### src/rtl/shift_seq_ctrl.sv
// ---------------------------------------------------------------------------
// shift_seq_ctrl
//
// Sequencer for a WIDTH-bit loadable shift register bank.
// A start request in IDLE parallel-loads the bank and captures the shift
// direction and count (saturated to WIDTH). Then one single-bit shift is
// applied per clock until the count runs out, followed by a one-cycle done
// pulse. abort cancels an in-progress sequence without a done pulse.
//
// Configuration macro: SHIFT_SEQ_ROTATE_EN
//   defined   : rotate mode, the bit leaving the bank re-enters at the
//               vacated end and sin is unused.
//   undefined : sin is inserted at the vacated end (default).
//
// q, busy and done are registered. sout is combinational from q and the
// captured direction.
// ---------------------------------------------------------------------------
module shift_seq_ctrl #(
    parameter  int WIDTH = 8,
    localparam int CW    = $clog2(WIDTH + 1)
) (
    input  logic             clk,
    input  logic             rst,
    input  logic             start,
    input  logic             abort,
    input  logic             dir,
    input  logic [CW-1:0]    count,
    input  logic [WIDTH-1:0] load_val,
    input  logic             sin,
    output logic [WIDTH-1:0] q,
    output logic             sout,
    output logic             busy,
    output logic             done
);

    localparam logic [CW-1:0] WIDTH_CW = CW'(WIDTH);
    localparam logic [CW-1:0] ZERO_CW  = {CW{1'b0}};
    localparam logic [CW-1:0] ONE_CW   = CW'(1);

    typedef enum logic [1:0] {
        ST_IDLE  = 2'd0,
        ST_SHIFT = 2'd1,
        ST_DONE  = 2'd2
    } state_t;

    state_t             state_r;
    state_t             state_s;
    logic [WIDTH-1:0]   q_r;
    logic [WIDTH-1:0]   q_s;
    logic               dir_r;
    logic               dir_s;
    logic [CW-1:0]      cnt_r;
    logic [CW-1:0]      cnt_s;
    logic               busy_r;
    logic               busy_s;
    logic               done_r;
    logic               done_s;

    logic [CW-1:0]      count_clamp_s;
    logic               fill_left_s;
    logic               fill_right_s;
    logic [WIDTH-1:0]   shifted_s;

`ifdef SHIFT_SEQ_ROTATE_EN
    // In rotate mode the serial input is deliberately left unconnected.
    logic               unused_sin_s;
    assign unused_sin_s = sin;
    assign fill_left_s  = q_r[WIDTH-1];
    assign fill_right_s = q_r[0];
`else
    assign fill_left_s  = sin;
    assign fill_right_s = sin;
`endif

    // Saturate the requested shift count to the bank width.
    always_comb begin
        if (count > WIDTH_CW) begin
            count_clamp_s = WIDTH_CW;
        end else begin
            count_clamp_s = count;
        end
    end

    // One-position shift of the bank in the captured direction.
    always_comb begin
        if (dir_r) begin
            shifted_s = {fill_right_s, q_r[WIDTH-1:1]};
        end else begin
            shifted_s = {q_r[WIDTH-2:0], fill_left_s};
        end
    end

    // Next-state, next-bank and next-output logic of the sequencer.
    always_comb begin
        state_s = state_r;
        q_s     = q_r;
        dir_s   = dir_r;
        cnt_s   = cnt_r;
        case (state_r)
            ST_IDLE: begin
                if (start) begin
                    q_s   = load_val;
                    dir_s = dir;
                    cnt_s = count_clamp_s;
                    if (count_clamp_s != ZERO_CW) begin
                        state_s = ST_SHIFT;
                    end else begin
                        state_s = ST_DONE;
                    end
                end else begin
                    state_s = ST_IDLE;
                end
            end
            ST_SHIFT: begin
                if (abort) begin
                    // Cancel: bank holds, no completion pulse.
                    state_s = ST_IDLE;
                    cnt_s   = ZERO_CW;
                end else begin
                    q_s   = shifted_s;
                    cnt_s = cnt_r - ONE_CW;
                    if (cnt_r == ONE_CW) begin
                        state_s = ST_DONE;
                    end else begin
                        state_s = ST_SHIFT;
                    end
                end
            end
            ST_DONE: begin
                // start is not queued here; always return to IDLE.
                state_s = ST_IDLE;
            end
            default: begin
                state_s = ST_IDLE;
                cnt_s   = ZERO_CW;
            end
        endcase
        busy_s = (state_s == ST_SHIFT);
        done_s = (state_s == ST_DONE);
    end

    // State, bank and registered status outputs with asynchronous reset.
    always_ff @(posedge clk or posedge rst) begin
        if (rst) begin
            state_r <= ST_IDLE;
            q_r     <= {WIDTH{1'b0}};
            dir_r   <= 1'b0;
            cnt_r   <= ZERO_CW;
            busy_r  <= 1'b0;
            done_r  <= 1'b0;
        end else begin
            state_r <= state_s;
            q_r     <= q_s;
            dir_r   <= dir_s;
            cnt_r   <= cnt_s;
            busy_r  <= busy_s;
            done_r  <= done_s;
        end
    end

    assign q    = q_r;
    assign busy = busy_r;
    assign done = done_r;
    assign sout = dir_r ? q_r[0] : q_r[WIDTH-1];

endmodule

### config.mk
export PLATFORM = sky130hd
export DESIGN_NAME = shift_seq_ctrl
export DESIGN_NICKNAME = d
export VERILOG_FILES = /design/src/rtl/shift_seq_ctrl.sv
export SDC_FILE = /design/constraint.sdc
export NUM_CORES = 1
export LEC_CHECK = 0
export ABC_AREA = 1
export CAP_MARGIN = 15
export CORE_MARGIN = 2
export CORE_UTILIZATION = 40
export DETAILED_ROUTE_END_ITERATION = 8
export PLACE_DENSITY = 0.71
export SYNTH_ARGS = -nofsm -noshare
export SYNTH_HDL_FRONTEND = slang
export SYNTH_SLANG_ARGS = --single-unit
### constraint.sdc
create_clock -name clk -period 1.55 [get_ports clk]
set_clock_uncertainty 0.2 [all_clocks]
set_input_delay 0.31 -clock clk [delete_from_list [all_inputs] [get_ports clk]]
set_output_delay 0.31 -clock clk [all_outputs]
set_load 0.01 [all_outputs]
### Word-level counts from Yosys, hierarchy flattened

Index checks and enable logic that the tools add are counted.

* register bits: 17
* memories kept: 0
* bits in writable memories: 0
* output and inout port bits: 11
* bits in latches: 0
* ROM bits: 0
* logic and storage cells: 36

* $mul: 0
* reduce and logical (&&, ||, !) cells: 6
* add/sub/neg operators: 1
* shifts and indexed selects: 0
* order comparisons: 1
* eq/ne operators: 7
* bitwise gates (word level): 1
* div/mod/pow operators: 0
* multiplexer cells: 14

Operator list (number)
* $mux W8: 3
* $pmux W8 S2: 1
* $mux W4: 3
* $pmux W4 S3: 1
* $mux W2: 4
* $eq A2 B1 Y1 const B: 2
* $eq A2 B2 Y1 const B: 2
* $eq A4 B1 Y1 const B: 1
* $gt A4 B4 Y1 const B: 1
* $ne A2 B2 Y1 const B: 2
* $pmux W2 S2: 1
* $reduce_and A2 Y1: 2
* $reduce_bool A4 Y1: 1
* $sub A4 B1 Y4 const B: 1
* $reduce_and A3 Y1: 1
* $logic_not A2 Y1: 1
* $reduce_bool A2 Y1: 1
* $mux W1: 1
* $not A1 Y1: 1

### Longest topological paths before layout

Gate-level depths: netlist of the first run.

* depth after elaboration: 7
* depth in mapped cells: 7
* gate-level depth less buffers: 7

### Worst setup path before layout of the first run

OpenSTA, ideal clock, no wires.

* path type: register to output
* start point: register dir_r
* end point: output port sout
* slack: 48 ps
* data arrival time: 992 ps
* cell stages (with the launch flop): 4
* path through: dfrtp_1 buf_2 buf_1 o21ai_0

* cells in the longest elaborated chain, start to end: 1

Ends and longest elaborated chain
* start: declaration: line 50 `logic dir_r;`
* start signal: assignment: line 154 `dir_r <= dir_s;`
* $mux W1: line 164 `assign sout = dir_r ? q_r[0] : q_r[WIDTH-1];`
* end: declaration: line 31 `output logic sout,`

No other way between the ends.

### Worst setup path after layout of the first run

* start point: register q_r[0], in the netlist q[0]
* end point: output port sout

* cells in the longest elaborated chain, start to end: 1

Ends and longest elaborated chain
* start: declaration: line 48 `logic [WIDTH-1:0] q_r;`
* start signal: assignment: line 146 `q_r <= {WIDTH{1'b0}};`
* start signal: assignment: line 153 `q_r <= q_s;`
* $mux W1: line 164

No other way between the ends.

==> results list, run 1 <==
* Maximum resistive drop on vdd: roughly 1100 µV
- Global-route wire length before repair: 3.77 mm
- Entering global routing, the biggest net connects 18 pins.
- The floorplan has 18 rows.
* Layout overhead on the synthesized area: 38.1%
- Post-route minimum period: 1.57 ns
- In the layout the commonest cells are sky130_fd_sc_hd__nand2_1 (41), sky130_fd_sc_hd__o21ai_0 (23), sky130_fd_sc_hd__inv_1 (18).
- Summed over all nets, the half-perimeter wirelength after detailed placement is approximately 1.9 mm.
* Critical path peak fanout: 2
- Setup violations remaining at the end of the flow were counted as 1.
- Post-Route WL: about 2.3 mm
- In this run the critical register-to-register path is launched from state_r[1].
- In this run, flip-flops and latches consume about a third of the power.
* GRT Residual Overflow: 0
* Critical path data required time: 1.04 ns
- Worst-case clock buffer depth: 2
* Internal cell power: around 1.3 mW
* Total net switching power: approximately 1 mW
- Pin placement for this block handled 29 I/O pins.
- The worst register-to-register path has a depth of 5.
- Post-synth net total: roughly 160
- H-tree level count: 1
- Class of the tightest hold or removal check: input pin to async pin
- Post-route cell area: roughly 0.0014 mm²
- Most area-hungry cell type in the Yosys netlist: sky130_fd_sc_hd__dfrtp_1
- Final count of pins violating max slew: 0
* Vias/cell: 4.93
* Sink count of the clock tree: 17
- Area of all sequential standard cells: 427 µm²
* Mapped cell area: roughly 0.0010 mm²
* Width of the die: around 55 µm
- Source-to-sink clock delay at the later pin of the worst-skew pair: about 0.28 ns
- Routed length per instance: 11.3 µm
- The number of global-route vias before repair is between 900 and 1000.
* Outcome: finished with violations
- After the last flow step, the layout net total stands at between 150 and 200.
- Buffer cell driving the clock tree root: sky130_fd_sc_hd__clkbuf_4
- Distinct cell type count after synthesis: 21
- Final Hold Fails: 0
- Die Footprint: 0.00298 mm²
* Category of the critical setup timing path: flip-flop to output port
- Power spread over the standard cell area amounts to between 1500 and 2000 mW/mm².
- Setup slack on the critical path of the routed design comes to -0.0179 ns.
- The worst path uses 101% of the clock period.
* Initial core utilization: a little over two fifths
* Core Box Area: roughly 0.0025 mm²
- Number of synthesized register bits: 17
* Data arrival at the endpoint of the critical path: around 1.1 ns
- Post-route core utilization: 57.5%
- Sw frac: about 43%
- Starting DRC count in detailed routing: 12
* Pre-antenna DRT Iters: 4
- The worst register-to-register path has a setup slack of 0.12 ns.
- In this run the biggest area consumer among cell types represents a little over two fifths of the synthesized area.
* Count of fill cells added during filler insertion: around 240
- TritonCTS built the clock tree.
- Derived from the worst setup path, the maximum achievable clock frequency is 638 MHz.
- TritonCTS created 3 clock buffers.
* Cell area after placement: about 0.0014 mm²
* Number of maximum-capacitance constraint violations: 0
* Total via count in the routed design: around 1000
* Commonest non-fill, non-tap cell in the layout: sky130_fd_sc_hd__nand2_1
- Static leakage power: about 0.71 nW
- Number of warnings issued by yosys: 0
- Worst-case headroom to the max-slew limit: roughly four fifths
- Clock-pin slew was measured on the worst setup and hold paths at roughly 0.10 ns.
- Before CTS, the worst setup slack after placement is -0.0809 ns.
- Input and output buffers added on the ports amount to 28.
- Setup repair after global routing could not meet its margin everywhere.
- DRC viols: 0
- Number of antenna repair diodes: 0
- Measured along the y axis, the die boundary spans around 55 µm.
* RePlAce Congestion: approximately 0.86
- Across every metal layer, demand over resource in global routing totals 17.7%.
* Capture point of the worst reg-to-reg path: q[7]
* Worst Setup End Kind: output port
- Largest cells by area after synthesis: sky130_fd_sc_hd__dfrtp_1 (42%), sky130_fd_sc_hd__nand2_1 (15%), sky130_fd_sc_hd__o21ai_0 (12%), sky130_fd_sc_hd__inv_1 (6.6%), sky130_fd_sc_hd__o211ai_1 (5.9%)
* Clock share of power: 9.7%
- Fraction of layout instances using a drive strength above 1: between 10% and 20%
* Synthesized area divided by synthesized cell count: 7.57 µm²
- Synthesized netlist cell count: approximately 140
- Count of nets left with antenna violations after detail routing: 0
- Tot Pwr: 2.35 mW
* Fraction of the yosys area taken by sequential cells: 41.6%
* Footprint of the multi-input gates: 500 µm²
- Across all hold checks on the routed design, the worst slack comes to roughly 0.13 ns.
- STA classifies the critical path startpoint as a flip-flop.
- For the pin with the worst max-slew slack, the measured transition is slightly above 0.3 ns.
- Antenna violations before repair: 0
* Failing checks: setup timing
* Combinational share of power: ~57%
==> critical path: stages (launching register included) <==
cell and delay, ns:
sky130_fd_sc_hd__dfrtp_1 0.40, sky130_fd_sc_hd__buf_6 0.12, sky130_fd_sc_hd__nand2_2 0.06, sky130_fd_sc_hd__o21ai_1 0.06, sky130_fd_sc_hd__buf_2 0.14
==> how the worst max path moves through the flow <==
stage,end,depth (start not counted),startpoint
after global routing,sout,4,q[0]
after detailed placement,sout,2,dir_r
after global placement,sout,2,dir_r
after CTS,sout,4,q[0]
after floorplan,sout,3,dir_r
final,sout,4,q[0]
==> Yosys cell counts, drive strengths merged <==
cell type  instances
a21oi              1
buf                4
dfrtp             17
ha                 2
inv               19
nand2             45
nand3              7
nor2               5
nor3               1
nor4               1
o211ai             8
o21ai             24
xnor2              1
==> repair_timing <==
item                                    CTS  global route
buffers inserted                          1             0
pin swaps                                 0             0
gates resized for setup                  18             4
hold buffers                              0             0
endpoints found under the setup margin   11             9
==> metrics by stage <==
stage	instances	setup TNS (ns)
after CTS	205	-0.0202
after detailed placement	200	-0.559
after floorplan	135	0
final	205	-0.0179
after global routing	205	-0.0498
after global placement	200	-0.439
==> state kept, by name (all words and copies together) (netlist names) <==
signal	cells
dir_r	1
q	8
state_r	2
cnt_r	4
busy	1
done	1
==> per-layer routing <==
| layer | wire length, µm | share of wire [%] | track usage, % |
|---|---|---|---|
| met1 | 980 | 42 | 20.1 |
| met2 | 1180 | 51 | 32.1 |
| met4 | 53 | 2.3 | 8.33 |
| met3 | 111 | 4.8 | 2.73 |
| met5 | 0 | 0 | 0 |
==> power by group through the flow <==
stage	sequential, mW	combinational (mW)	clock, mW
floorplan	0.823	0.799	0
global placement	0.777	1.40	0
detailed placement	0.780	1.44	0
CTS	0.769	1.37	0.239
global route	0.801	1.54	0.257
finish	0.773	1.35	0.228
==> cell type report <==
class / instances / share of cell area, %
multi-input cells: 95 / 35.5
flip-flops and latches: 17 / 30.2
clock buffers: 4 / 1.86
inverters: 19 / 5.05
well taps: 30 / 2.66
repair buffers: 40 / 24.7
==> kinds of logic (layout without fill, tap and decap cells) <==
kind of cell               Yosys count  in the layout  share of synthesized area [%]
and+or+nand+nor                     59             59                           26.9
DFF                                 17             17                           41.6
adders and majority gates            2              2                           2.45
buffers and inverters               23             63                           9.67
AOI/OAI and AO/OA                   33             33                           18.5
xor gates and xnor gates             1              1                          0.857
No activity file was read; power rests on OpenSTA's default activity.
==> run 2: changes to the inputs <==
==> constraint.sdc (replaced) <==
create_clock -name clk -period 1.7 [get_ports clk]
set_clock_uncertainty 0.2 [all_clocks]
set_input_delay 0.34 -clock clk [delete_from_list [all_inputs] [get_ports clk]]
set_output_delay 0.34 -clock clk [all_outputs]
set_load 0.01 [all_outputs]
==> run 2 against run 1 <==
  * The flow now finishes without violations
  * Design area fell by 2.9%
  * Total power decreased by 11%
  * Critical path depth down 2
  * Final cell count decreased by 2.9%
  * Setup slack improved by 0.095 ns
  * Sequential cell count stayed put
  * Sequential power fell by 5.4%
  * Die area unchanged
  * First-iteration DRC count increased by 8.3%
  * Global-route usage rose by 1.1 points
  * Highest routed layer unchanged
==> results list, run 2 (synthesis results as in run 1) <==
* Highest-count cells in the layout ignoring fill and taps: sky130_fd_sc_hd__nand2_1 (42), sky130_fd_sc_hd__o21ai_0 (24), sky130_fd_sc_hd__inv_1 (18)
* Num rows: 18 (unchanged)
- Traced cell by cell, the critical path runs through buf_4 > dlygate4sd2_1.
- The number of max-cap violations is 0 (unchanged).
* Final setup viols: 0 (-1)
- The antenna violation net count after detailed routing was 0 (unchanged).
- The worst setup path is launched from a flip-flop.
* Commonest non-fill, non-tap cell in the layout: sky130_fd_sc_hd__nand2_1
* Die Footprint: 0.00298 mm² (unchanged)
- The run finished with clean final reports.
- The worst path needs between 1.5 and 2 ns of the cycle, external delays included.
- The number of remaining DRC errors was 0 (unchanged).
- Sw frac: 45.0% (+1.6 points)
- The register clock-pin slew on the reported worst setup and hold paths was 0.10 ns (about the same).
- The register area was 425 µm² (-0.29%).
- The data required time of the worst path is 1.16 ns (+0.12 ns).
* H-tree level count: 1 (unchanged)
* Global-route wire length before repair: 4.02 mm (+6.4%)
- Total Nets Final: 190 (-3.1%)
- The worst setup path is captured at an output port.
- The cell count after placement is 195 (-2.5%).
- The combinational share of power came to 55.0% (-2.5 points).
- Pin count of the biggest net entering global routing: 18 (unchanged)
* Cell area after placement: 0.00136 mm² (-2.7%)
- Transition time of the tightest slew-check pin: 0.531 ns (+0.225 ns)
* Total net switching power: 0.943 mW (-7.8%)
- Sink count of the clock tree: 17 (unchanged)
* Total via count in the routed design: 987 (-2.3%)
- Internal cell power: 1.15 mW (-14%)
- The ratio of routed vias to standard cells is 4.96 (+0.67%).
- The average detailed-routed wire length per instance is 12.4 µm (+9.5%).
- Tot Pwr: 2.09 mW (-11%)
- Static leakage power: 0.694 nW (-2.4%)
* Number of antenna repair diodes: 0 (unchanged)
- The clock latency on the worst-skew pair was 0.28 ns (about the same).
* Maximum resistive drop on vdd: 872 µV (-18%)
- Detailed Place HPWL: 1.92 mm (+3.6%)
- The final-layout worst hold slack was 0.148 ns (+0.0224 ns).
- Data arrival at the endpoint of the critical path: 1.08 ns (+0.02 ns)
- CTS tree: done
- Total Neg Setup Slack: 0 ns (+0.0179 ns)
- The I/O pin count came to 29 (unchanged).
- The CTS buffer count is 3 (unchanged).
- Worst-case clock buffer depth: 2 (unchanged)
- The detailed-router iteration count before antenna repair came to 4 (unchanged).
- Total GRT Usage: 18.8% (+1.1 points)
- Final Hold Fails: 0 (unchanged)
* Via count of the first global-routing pass: 1003 (+6.4%)
- Post-CTS repair timing setup buffer count: 0 (-1)
- The relative max-transition margin was 64.6% (-15 points).
- The overall routed net length was 2.47 mm (+6.3%).
- The number of filler instances in the final layout came to 255 (+4.5%).
- Timing would allow up to between 600 and 700 MHz.
- The power per unit of standard cell area came to 1530 mW/mm² (-8.4%).
- Critical path peak fanout: 2 (unchanged)
- The post-layout instance area was 0.00137 mm² (-2.9%).
- Footprint of the multi-input gates: 498 µm² (-0.50%)
* Category of the critical setup timing path: flip-flop to output port
- Number of I/O port buffers: 28 (unchanged)
- The share of final-layout standard cells stronger than drive strength 1 was 10.1% (-5.4 points).
* Antenna violations before repair: 0 (unchanged)
- The sequential share of power came to 34.9% (+2.1 points).
- Final worst-path cycle share: roughly 95%
* Class of the tightest hold or removal check: input pin to async pin
- The initial core utilization came to 41.6% (unchanged).
* Core Box Area: 0.00245 mm² (unchanged)
- Final count of pins violating max slew: 0 (unchanged)
- The final standard cell count with taps included and fillers excluded came to 199 (-2.9%).
- The delay of the slowest cell on the worst path was 0.40 ns (about the same).
- RePlAce Congestion: 0.847 (-1.6%)
* Clock share of power: 10.0% (+0.3 points)
* GRT Residual Overflow: 0 (unchanged)
- Layout overhead on the synthesized area: 34.0%
* Width of the die: 54.6 µm (unchanged)
- Standard cell with the maximum stage delay on the critical path: sky130_fd_sc_hd__dfrtp_1
* Buffer cell driving the clock tree root: sky130_fd_sc_hd__clkbuf_4
* Vertical die dimension: 54.6 µm (unchanged)
- Starting DRC count in detailed routing: 13 (+1)
- Setup repair after global routing left no endpoint under its margin.
- Largest register FFs: 8 (unchanged)
[run 2: area by class of cell]
class,instances,area share (%)
clock buffer,4,1.92
sequential,17,31.1
timing repair buffer,34,22.7
inverter,19,5.21
tap,30,2.74
multi-input combinational,95,36.3
[run 2: path summary, 6_finish.rpt]
kind / startpoint / endpoint / slack (ns) / cells after the start
worst max-delay path: q[7] / q[7] / 0.08 / 2
worst min-delay path: rst / cnt_r[1] / 0.15 / 3
worst max register to register: state_r[1] / q[7] / 0.11 / 5
worst min register to register: cnt_r[2] / cnt_r[2] / 0.38 / 2
max in group asynchronous: rst / q[7] / 0.95 / 3
min in group clk: cnt_r[2] / cnt_r[2] / 0.38 / 2
[run 2: worst max-delay path: cells and delay by family, from the launching register on]
kind | cells | cell delay (ns)
buffers and inverters | 2 | 0.41
DFF | 1 | 0.40
[run 2: power by group through the flow]
| stage | clock network (mW) | logic [mW] | registers [mW] |
|---|---|---|---|
| after global placement | 0 | 1.20 | 0.730 |
| after floorplan | 0 | 0.729 | 0.751 |
| after CTS | 0.220 | 1.18 | 0.731 |
| after global routing | 0.235 | 1.31 | 0.756 |
| final | 0.210 | 1.15 | 0.731 |
| after detailed placement | 0 | 1.24 | 0.742 |
[run 2: repair_timing]
item                                    CTS  global route
resized for setup                        11             2
endpoints found under the setup margin   10             2
hold buffers                              0             0
pin swaps                                 0             0
[run 2: through the flow]
| step | setup slack [ns] | util, % |
|---|---|---|
| after detailed placement | 0.0326 | 55.3 |
| after global placement | 0.0535 | 55.3 |
| final | 0.0772 | 55.8 |
| after CTS | 0.00940 | 55.9 |
| after floorplan | 0.168 | - |
| after global routing | 0.0163 | 55.8 |
[run 2: routing by layer]
metal  wire length (µm)  GRT usage, %  vias up
li1                   -             -      506
met1               1000          19.3      449
met2               1300          38.4       28
met3                129          2.46        4
met4                 37          5.42        0
met5                  0             0        -
